--- config.mk ---
export PLATFORM = sky130hd
export DESIGN_NAME = slow_tick_timer
export DESIGN_NICKNAME = d
export VERILOG_FILES = /design/src/rtl/slow_tick_pkg.sv /design/src/rtl/slow_clk_sync.sv /design/src/rtl/slow_tick_timer.sv
export SDC_FILE = /design/constraint.sdc
export NUM_CORES = 1
export LEC_CHECK = 0
export CORE_ASPECT_RATIO = 1.25
export CORE_UTILIZATION = 40
export CTS_CLUSTER_DIAMETER = 30
export CTS_CLUSTER_SIZE = 20
export DETAILED_ROUTE_END_ITERATION = 6
export GPL_TIMING_DRIVEN = 0
export PLACE_DENSITY = 0.75
export SYNTH_ARGS = -nofsm -noshare
export SYNTH_HDL_FRONTEND = slang
export SYNTH_HIERARCHICAL = 1
export SYNTH_SLANG_ARGS = --single-unit
--- constraint.sdc ---
create_clock -name clk -period 3.8 [get_ports clk]
set_input_delay 0.57 -clock clk [delete_from_list [all_inputs] [get_ports clk]]
set_output_delay 0.57 -clock clk [all_outputs]
set_load 0.1 [all_outputs]
--- src/rtl/slow_tick_pkg.sv ---
// slow_tick_pkg
// Shared definitions for the slow-clock tick timer: FSM state encoding and
// default parameter values used by slow_tick_timer and slow_clk_sync.
package slow_tick_pkg;

  typedef enum logic [1:0] {
    IDLE = 2'd0,
    RUN  = 2'd1,
    DONE = 2'd2
  } state_t;

  localparam int SYNC_STAGES_DEF = 2;
  localparam int CNT_W_DEF       = 8;

endpackage

--- src/rtl/slow_clk_sync.sv ---
// slow_clk_sync
// Brings the free-running divided clock into the clk domain as plain data and
// turns each rising edge into a registered one-cycle tick.
// Ports:
//   clk      in   system clock
//   reset    in   asynchronous active-low reset
//   slow_clk in   divided clock, asynchronous to clk
//   tick     out  one-cycle pulse per slow_clk rising edge
module slow_clk_sync
  import slow_tick_pkg::*;
#(
  parameter int SYNC_STAGES = SYNC_STAGES_DEF
) (
  input  logic clk,
  input  logic reset,
  input  logic slow_clk,
  output logic tick
);

  logic [SYNC_STAGES-1:0] sync_q;
  logic                   prev_q;

  // prev_q clears with the chain, so a slow_clk held high through reset
  // still yields one tick after release.
  always_ff @(posedge clk or negedge reset) begin
    if (!reset) begin
      sync_q <= '0;
      prev_q <= 1'b0;
      tick   <= 1'b0;
    end else begin
      sync_q <= {sync_q[SYNC_STAGES-2:0], slow_clk};
      prev_q <= sync_q[SYNC_STAGES-1];
      tick   <= sync_q[SYNC_STAGES-1] & ~prev_q;
    end
  end

endmodule

--- src/rtl/slow_tick_timer.sv ---
// slow_tick_timer
// Loadable down-counter of slow_clk rising edges with start/abort/expire
// handshaking. Nothing here is clocked by slow_clk; it only enters as data.
// Ports:
//   clk        in   system clock
//   reset      in   asynchronous active-low reset
//   slow_clk   in   divided clock, treated as data
//   start      in   load load_ticks and begin counting
//   abort      in   cancel a running count, no expire
//   load_ticks in   number of slow_clk rising edges to wait
//   tick       out  one-cycle pulse per slow_clk rising edge
//   busy       out  high while counting
//   remaining  out  ticks left in the current count
//   expired    out  one-cycle pulse when the count reaches zero
//
// State | Meaning
// IDLE  | waiting for start; remaining holds its last value
// RUN   | counting ticks down; abort > start > tick
// DONE  | expired pulse for one cycle, then IDLE regardless of inputs
module slow_tick_timer
  import slow_tick_pkg::*;
#(
  parameter int SYNC_STAGES = SYNC_STAGES_DEF,
  parameter int CNT_W       = CNT_W_DEF
) (
  input  logic             clk,
  input  logic             reset,
  input  logic             slow_clk,
  input  logic             start,
  input  logic             abort,
  input  logic [CNT_W-1:0] load_ticks,
  output logic             tick,
  output logic             busy,
  output logic [CNT_W-1:0] remaining,
  output logic             expired
);

  state_t state;

  slow_clk_sync #(
    .SYNC_STAGES(SYNC_STAGES)
  ) u_sync (
    .clk      (clk),
    .reset    (reset),
    .slow_clk (slow_clk),
    .tick     (tick)
  );

  always_ff @(posedge clk or negedge reset) begin
    if (!reset) begin
      state     <= IDLE;
      remaining <= '0;
    end else begin
      case (state)
        IDLE: begin
          if (start) begin
            remaining <= load_ticks;
            state     <= (load_ticks == '0) ? DONE : RUN;
          end
        end
        RUN: begin
          if (abort) begin
            remaining <= '0;
            state     <= IDLE;
          end else if (start) begin
            // restart wins over a coincident tick, which is dropped
            remaining <= load_ticks;
            state     <= (load_ticks == '0) ? DONE : RUN;
          end else if (tick) begin
            // remaining is never 0 in RUN, so this cannot wrap
            remaining <= remaining - 1'b1;
            if (remaining == CNT_W'(1)) begin
              state <= DONE;
            end
          end
        end
        DONE:    state <= IDLE;
        default: state <= IDLE;
      endcase
    end
  end

  assign busy    = (state == RUN);
  assign expired = (state == DONE);

endmodule

==> flow_summary_export.csv, run 1 <==
group,metric,value,unit
final_layout,final_cell_mix,"clkdlybuf4s50_1 (23), o21ai_0 (14), dfrtp_1 (14)",
cts,cts.repair.resized,0,
critical_path,r2r-start,"remaining[0]",
yosys,synthMuxAreaShare,0,%
floorplan,die_area,0.00227,mm²
yosys,ys_types,31,
critical_path,cp_slowest_stage_delay,1110,ps
final_layout,syn2layout_area_growth,35.0,%
sta,tightest_slew,974,ps
sta,finalCritPeriodShare,70.9,%
critical_path,r2r-end,"remaining[6]",
critical_path,crit_slowest_cell,"clkdlybuf4s50_1",
power_and_ir_drop,power_density,786,mW/mm²
grt,grt_pass1_vias,769,
critical_path,cp_max_fo,10,
sta,relSlewSlack,34.8,%
floorplan,start_util,42.5,%
sta,fmax,371,MHz
yosys,synth-xor-area-share,0,%
yosys,synth_area_per_cell,8.77,µm²
routing,num_vias,830,
yosys,synth_edf_count,0,
routing,drt_iter0_markers,34,
flow_run,maxCapViolCount,0,
routing,drc,0,
yosys,async_flop_share,100,%
critical_path,rr_worst_depth,6,
hold_path,holdPathEnd,"u_sync/sync_q[1]",
outcome,status,"finished clean",
cts,cts_buffers,3,
grt,antenna_found_initial,0,
floorplan,num_rows,18,
yosys,syn_area,833,µm²
final_layout,fin_util,57.4,%
cts,cts_hold_buf,0,
critical_path,end_kind,"output pin",
hold_path,worstHoldPathCells,0,
sta,setup_tns,0,ps
critical_path,crit_arrival,2120,ps
power_and_ir_drop,ir_drop,0.507,mV
floorplan,core,0.00196,mm²
final_layout,drive_gt1_share,12.3,%
cts,post_cts_buffers,0,
yosys,syn_inst,95,
cts,cts.htree.levels,1,
yosys,synth_top_family_by_area,"simple AND/OR/NAND/NOR gates",
hold_path,worstHoldStart,"u_sync/sync_q[0]",
placement,numPortBuffers,23,
placement,hpwl,1490,µm
floorplan,dieWidth,42.8,µm
critical_path,path_cells,"buf_6 -> and2b_2 -> clkdlybuf4s50_1",
final_layout,layout_commonest_cell,"clkdlybuf4s50_1",
yosys,ys_warn_count,6,
yosys,synth-simple-area-share,25.1,%
routing,viasPerCell,5.85,
sta,setup_violations,0,
yosys,ys_ff_latch,14,
cts,cts_buffer_depth,2,
hold_path,hold_path.class,"reg2reg",
final_layout,fin_cells,142,
critical_path,crit_required,3230,ps
critical_path,start_kind,"register",
final_layout,nets,138,
grt,overflow,0,
sta,timing.hold.ws,364,ps
sta,fin_ws,1110,ps
grt,track_usage,20.3,%
yosys,synth_compound_area_share,24.2,%
sta,hold_violations,0,
floorplan,io_pins,24,
critical_path,regToRegSetupSlack,2080,ps
cts,clk_pin_slew,90,ps
cts,clock-sinks,14,
sta,clock_skew,1.72,ps
sta,slew_viol_final,0,
cts,clockRootBuffer,"clkbuf_4",
grt,grt_start_max_net_pins,15,
cts,clk_latency,290,ps
routing,ant_nets,0,
yosys,synth_adder_area_share,3.00,%
sta,grt_setup_unrepaired,"no",
placement,gp_congestion,0.792,
routing,wl_per_cell,14.7,µm
routing,first_pass_iters,4,
routing,routed_wl,2090,µm
floorplan,die_h,53.0,µm
grt,grt_pass1_wl,3390,µm
sta,layout_min_cycle_time,2690,ps
yosys,synthFlopType,"dfrtp_1",
critical_path,path_class,"reg2out",
yosys,synth-seq-area-share,42.0,%
placement,pre_cts_slack,1420,ps
yosys,synth_nets,110,
final_layout,n_antenna_cell,0,
power_and_ir_drop,leakagePower,0.474,nW
placement,dp.cells,138,
cts,cts_tree,"done",
==> per-stage QoR <==
stage / total power, mW / cell area, µm²
global route: 0.925 / 1120
finish: 0.884 / 1120
global placement: 0.763 / 1090
CTS: 0.882 / 1120
floorplan: 0.637 / 833
detailed placement: 0.767 / 1090
==> worst max path at each step <==
stage | startpoint | endpoint | slack (ps) | cells past startpoint
global route | state[0] | expired | 1060 | 3
global placement | start | state[0] | 1440 | 6
detailed placement | start | state[0] | 1420 | 6
floorplan | state[0] | expired | 1390 | 2
CTS | state[1] | busy | 1100 | 3
finish | state[1] | busy | 1110 | 3
==> routing by layer <==
metal / vias to the layer above / wire [µm] / track usage (%) / part of all wire, %
li1: 399 / - / - / -
met1: 394 / 919 / 25.5 / 44
met2: 32 / 1050 / 33.6 / 50
met3: 5 / 74 / 3.07 / 3.5
met4: 0 / 43 / 10.4 / 2.1
met5: - / 0 / 0 / 0
==> cell families after synthesis <==
family / Yosys count
AO/OA/AOI/OAI: 34
adder cells (fa/ha/maj): 2
buffers and inverters: 9
flip-flops: 14
AND/OR/NAND/NOR: 36
==> cells in the mapped netlist, types with 2 or more instances <==
library cell	number	area (µm²)
ha_1	2	25.0
buf_2	2	10.0
nor2_1	12	45.0
nand2_1	3	11.3
nor3b_1	4	30.0
nor3_1	3	15.0
nor4_1	4	25.0
dfrtp_1	14	350
o21ai_0	14	70.1
a22oi_1	3	22.5
a21o_2	2	17.5
a21oi_1	10	50.1
inv_1	4	15.0
==> sequential cells by signal (all words and copies together), names as in the netlist <==
signal,flops
remaining,8
state,2
u_sync/prev_q,1
u_sync/sync_q,2
u_sync/tick,1
==> worst max-delay path, delay by kind of cell (launching register included) <==
family                 cells  cell delay, ps
and+or+nand+nor            1             190
buffers and inverters      2            1240
DFF                        1             380
==> cell type report <==
class,instances,area (µm²)
inverter,4,15.0
timing repair buffer,23,230
fill,177,835
multi-input combinational,72,435
buffer,5,32.5
clock buffer,4,36.3
sequential,14,350
tap,20,25.0
==> power by group <==
| group | internal (mW) | switching, mW | total (mW) |
|---|---|---|---|
| sequential | 0.185 | 0.0479 | 0.233 |
| combinational | 0.151 | 0.386 | 0.537 |
| clock | 0.0585 | 0.0557 | 0.114 |
Note: power is estimated with default switching activity, not from simulation.
==> run 2, diff against run 1 <==
==> constraint.sdc (replaced) <==
create_clock -name clk -period 2.7 [get_ports clk]
set_input_delay 0.405 -clock clk [delete_from_list [all_inputs] [get_ports clk]]
set_output_delay 0.405 -clock clk [all_outputs]
set_load 0.1 [all_outputs]
==> results of run 2 <==
Same layout as run 1 (identical final DEF). Status: finished clean.
Main changes from that run: setup slack after placement 1420 ps -> 488 ps; setup slack after layout 1110 ps -> 171 ps; register-to-register setup slack 2080 ps -> 980 ps; total power 0.884 mW -> 1.24 mW; worst IR drop on VDD 0.507 mV -> 0.714 mV
==> run 3, diff against run 2 <==
--- a/config.mk
+++ b/config.mk
@@ -5,13 +5,16 @@
 export SDC_FILE = /design/constraint.sdc
 export NUM_CORES = 1
 export LEC_CHECK = 0
+export ABC_CLOCK_PERIOD_IN_PS = 2700
+export CELL_PAD_IN_SITES_DETAIL_PLACEMENT = 2
+export CELL_PAD_IN_SITES_GLOBAL_PLACEMENT = 2
 export CORE_ASPECT_RATIO = 1.25
-export CORE_UTILIZATION = 40
+export CORE_UTILIZATION = 26
 export CTS_CLUSTER_DIAMETER = 30
 export CTS_CLUSTER_SIZE = 20
 export DETAILED_ROUTE_END_ITERATION = 6
 export GPL_TIMING_DRIVEN = 0
-export PLACE_DENSITY = 0.75
+export PLACE_DENSITY = 0.82
 export SYNTH_ARGS = -nofsm -noshare
 export SYNTH_HDL_FRONTEND = slang
 export SYNTH_HIERARCHICAL = 1
==> run 3 against run 2 <==
Compared with the run above:
- clock skew is 1.1 ps higher
- sequential power grew 1%
- largest cell class unchanged
- flip-flop and latch count is the same
- register-to-register slack got worse by 150 ps
- combinational power is 3.4% higher
- count of clock-buffer cells in the layout unchanged
- wire length increased by 37%
- worst hold slack gained 5.6 ps
- die area is 51% higher
- power increased by 2.0%
==> flow_summary_export.csv, run 3 (synthesis gave the netlist of run 1 again) <==
group,metric,value,unit
routing,first_pass_iters,4,
power_and_ir_drop,ir_drop,0.479,mV
critical_path,cp_slowest_stage_delay,1120,ps
final_layout,reg.largest.list,"remaining (8), state (2), u_sync/sync_q (2)",
outcome,status,"finished clean",
power_and_ir_drop,power.share.clock,12.3,%
critical_path,cpLargestDelayFamily,"buffers and inverters",
power_and_ir_drop,leakagePower,0.474,nW
critical_path,r2r-start,"remaining[0]",
sta,clock_skew,2.77,ps
floorplan,die_area,0.00344,mm²
floorplan,num_rows,22,
sta,fmax,397,MHz
critical_path,cp_max_fo,10,
sta,setup_violations,0,
critical_path,start_kind,"register",
floorplan,io_pins,24,
grt,overflow,0,
critical_path,crit_arrival,2110,ps
critical_path,crit_slowest_cell,"clkdlybuf4s50_1",
flow_run,maxCapViolCount,0,
routing,routed_wl,2860,µm
final_layout,n_antenna_cell,0,
placement,pre_cts_slack,430,ps
final_layout,final_cell_mix,"clkdlybuf4s50_1 (23), o21ai_0 (14), dfrtp_1 (14)",
hold_path,hold_path.class,"reg2reg",
sta,hold_violations,0,
critical_path,end_kind,"output pin",
hold_path,worstHoldPathCells,0,
final_layout,drive_gt1_share,12.3,%
final_layout,largest_register_ffs,8,
sta,tightest_slew,971,ps
sta,slew_viol_final,0,
floorplan,start_util,27.8,%
hold_path,holdPathEnd,"u_sync/sync_q[1]",
grt,grt_pass1_vias,968,
floorplan,die_h,65.3,µm
cts,cts_buffer_depth,2,
grt,antenna_found_initial,0,
cts,clockRootBuffer,"clkbuf_4",
final_layout,fillers,341,
cts,post_cts_buffers,0,
placement,hpwl,2110,µm
routing,drc,0,
cts,cts.repair.resized,0,
sta,setup_tns,0,ps
cts,cts_tree,"done",
sta,finalCritPeriodShare,93.2,%
placement,placed_area,0.00111,mm²
grt,grt_pass1_wl,4770,µm
cts,clk_latency,280,ps
routing,ant_nets,0,
final_layout,regMostFlops,"remaining",
final_layout,final_area,0.00114,mm²
critical_path,crit_required,2300,ps
grt,grt_start_max_net_pins,15,
sta,relSlewSlack,35.1,%
critical_path,regToRegSetupSlack,830,ps
routing,viasPerCell,5.41,
placement,numPortBuffers,23,
hold_path,worstHoldStart,"u_sync/sync_q[0]",
critical_path,path_cells,"buf_6 -> and2b_2 -> clkdlybuf4s50_1",
cts,clock-sinks,14,
cts,cts.htree.levels,1,
critical_path,cp_num_buf_inv,2,
cts,clk_pin_slew,90,ps
power_and_ir_drop,p_comb_share,61.6,%
critical_path,path_class,"reg2out",
power_and_ir_drop,internal_power,555,µW
placement,gp_congestion,0.765,
cts,cts_hold_buf,0,
final_layout,syn2layout_area_growth,37.4,%
floorplan,dieWidth,52.6,µm
power_and_ir_drop,p_seq_share,26.1,%
power_and_ir_drop,p_total,1.27,mW
final_layout,layout_commonest_cell,"clkdlybuf4s50_1",
grt,track_usage,19.1,%
floorplan,core,0.00300,mm²
sta,fin_ws,184,ps
routing,wl_per_cell,18.1,µm
power_and_ir_drop,power_density,1110,mW/mm²
sta,layout_min_cycle_time,2520,ps
critical_path,rr_worst_depth,6,
power_and_ir_drop,swShare,56.2,%
cts,cts_buffers,3,
sta,grt_setup_unrepaired,"no",
routing,drt_iter0_markers,20,
power_and_ir_drop,p_sw,714,µW
critical_path,r2r-end,"remaining[6]",
routing,num_vias,855,
final_layout,nets,138,
-- run 3: cell counts in the layout (fill, tap and decap cells not counted) --
Identical to the previous run, type by type.
-- run 3: worst max-delay path by stage --
stage / startpoint / to / slack, ps / cells past startpoint
after global placement: start / state[0] / 460 / 6
after global routing: state[1] / busy / 100 / 3
after floorplan: state[0] / expired / 450 / 2
final: state[1] / busy / 180 / 3
after detailed placement: start / state[0] / 430 / 6
after CTS: state[1] / busy / 170 / 3
-- run 3: layout make-up --
type                    instances  area [µm²]  share of cell area [%]
well taps                      36        45.0                    3.93
clock buffers                   4        36.3                    3.17
repair buffers                 23         230                    20.1
multi-input cells              72         435                    38.0
inverters                       4        15.0                    1.31
flip-flops and latches         14         350                    30.6
plain buffers                   5        32.5                    2.84
-- run 3: metrics by stage --
step / hold WS (ps) / util [%] / std cells
after floorplan: 109 / - / 95
after global placement: 342 / 36.9 / 154
after detailed placement: 348 / 36.9 / 154
after CTS: 376 / 38.2 / 158
after global routing: 380 / 38.2 / 158
final: 370 / 38.2 / 158
-- run 3: routing by layer --
metal	vias up	wire, µm	GRT usage (%)
li1	399	-	-
met1	429	1190	22.5
met2	22	1540	34.3
met3	5	84	1.62
met4	0	48	7.89
met5	-	0	0
-- run 3: worst register-to-register path, delay by kind of cell (launching register included) --
kind	cells	cell delay (ps)
adder cells (fa/ha/maj)	1	180
AO/OA/AOI/OAI	3	450
AND/OR/NAND/NOR	1	560
buffers and inverters	1	90
flip-flops	1	480
-- run 3: power by group through the flow --
stage | Clock (mW) | Sequential, mW | Combinational (mW)
floorplan | 0 | 0.634 | 0.263
global placement | 0 | 0.331 | 0.758
detailed placement | 0 | 0.338 | 0.775
CTS | 0.164 | 0.333 | 0.784
global route | 0.170 | 0.342 | 0.830
finish | 0.156 | 0.332 | 0.781
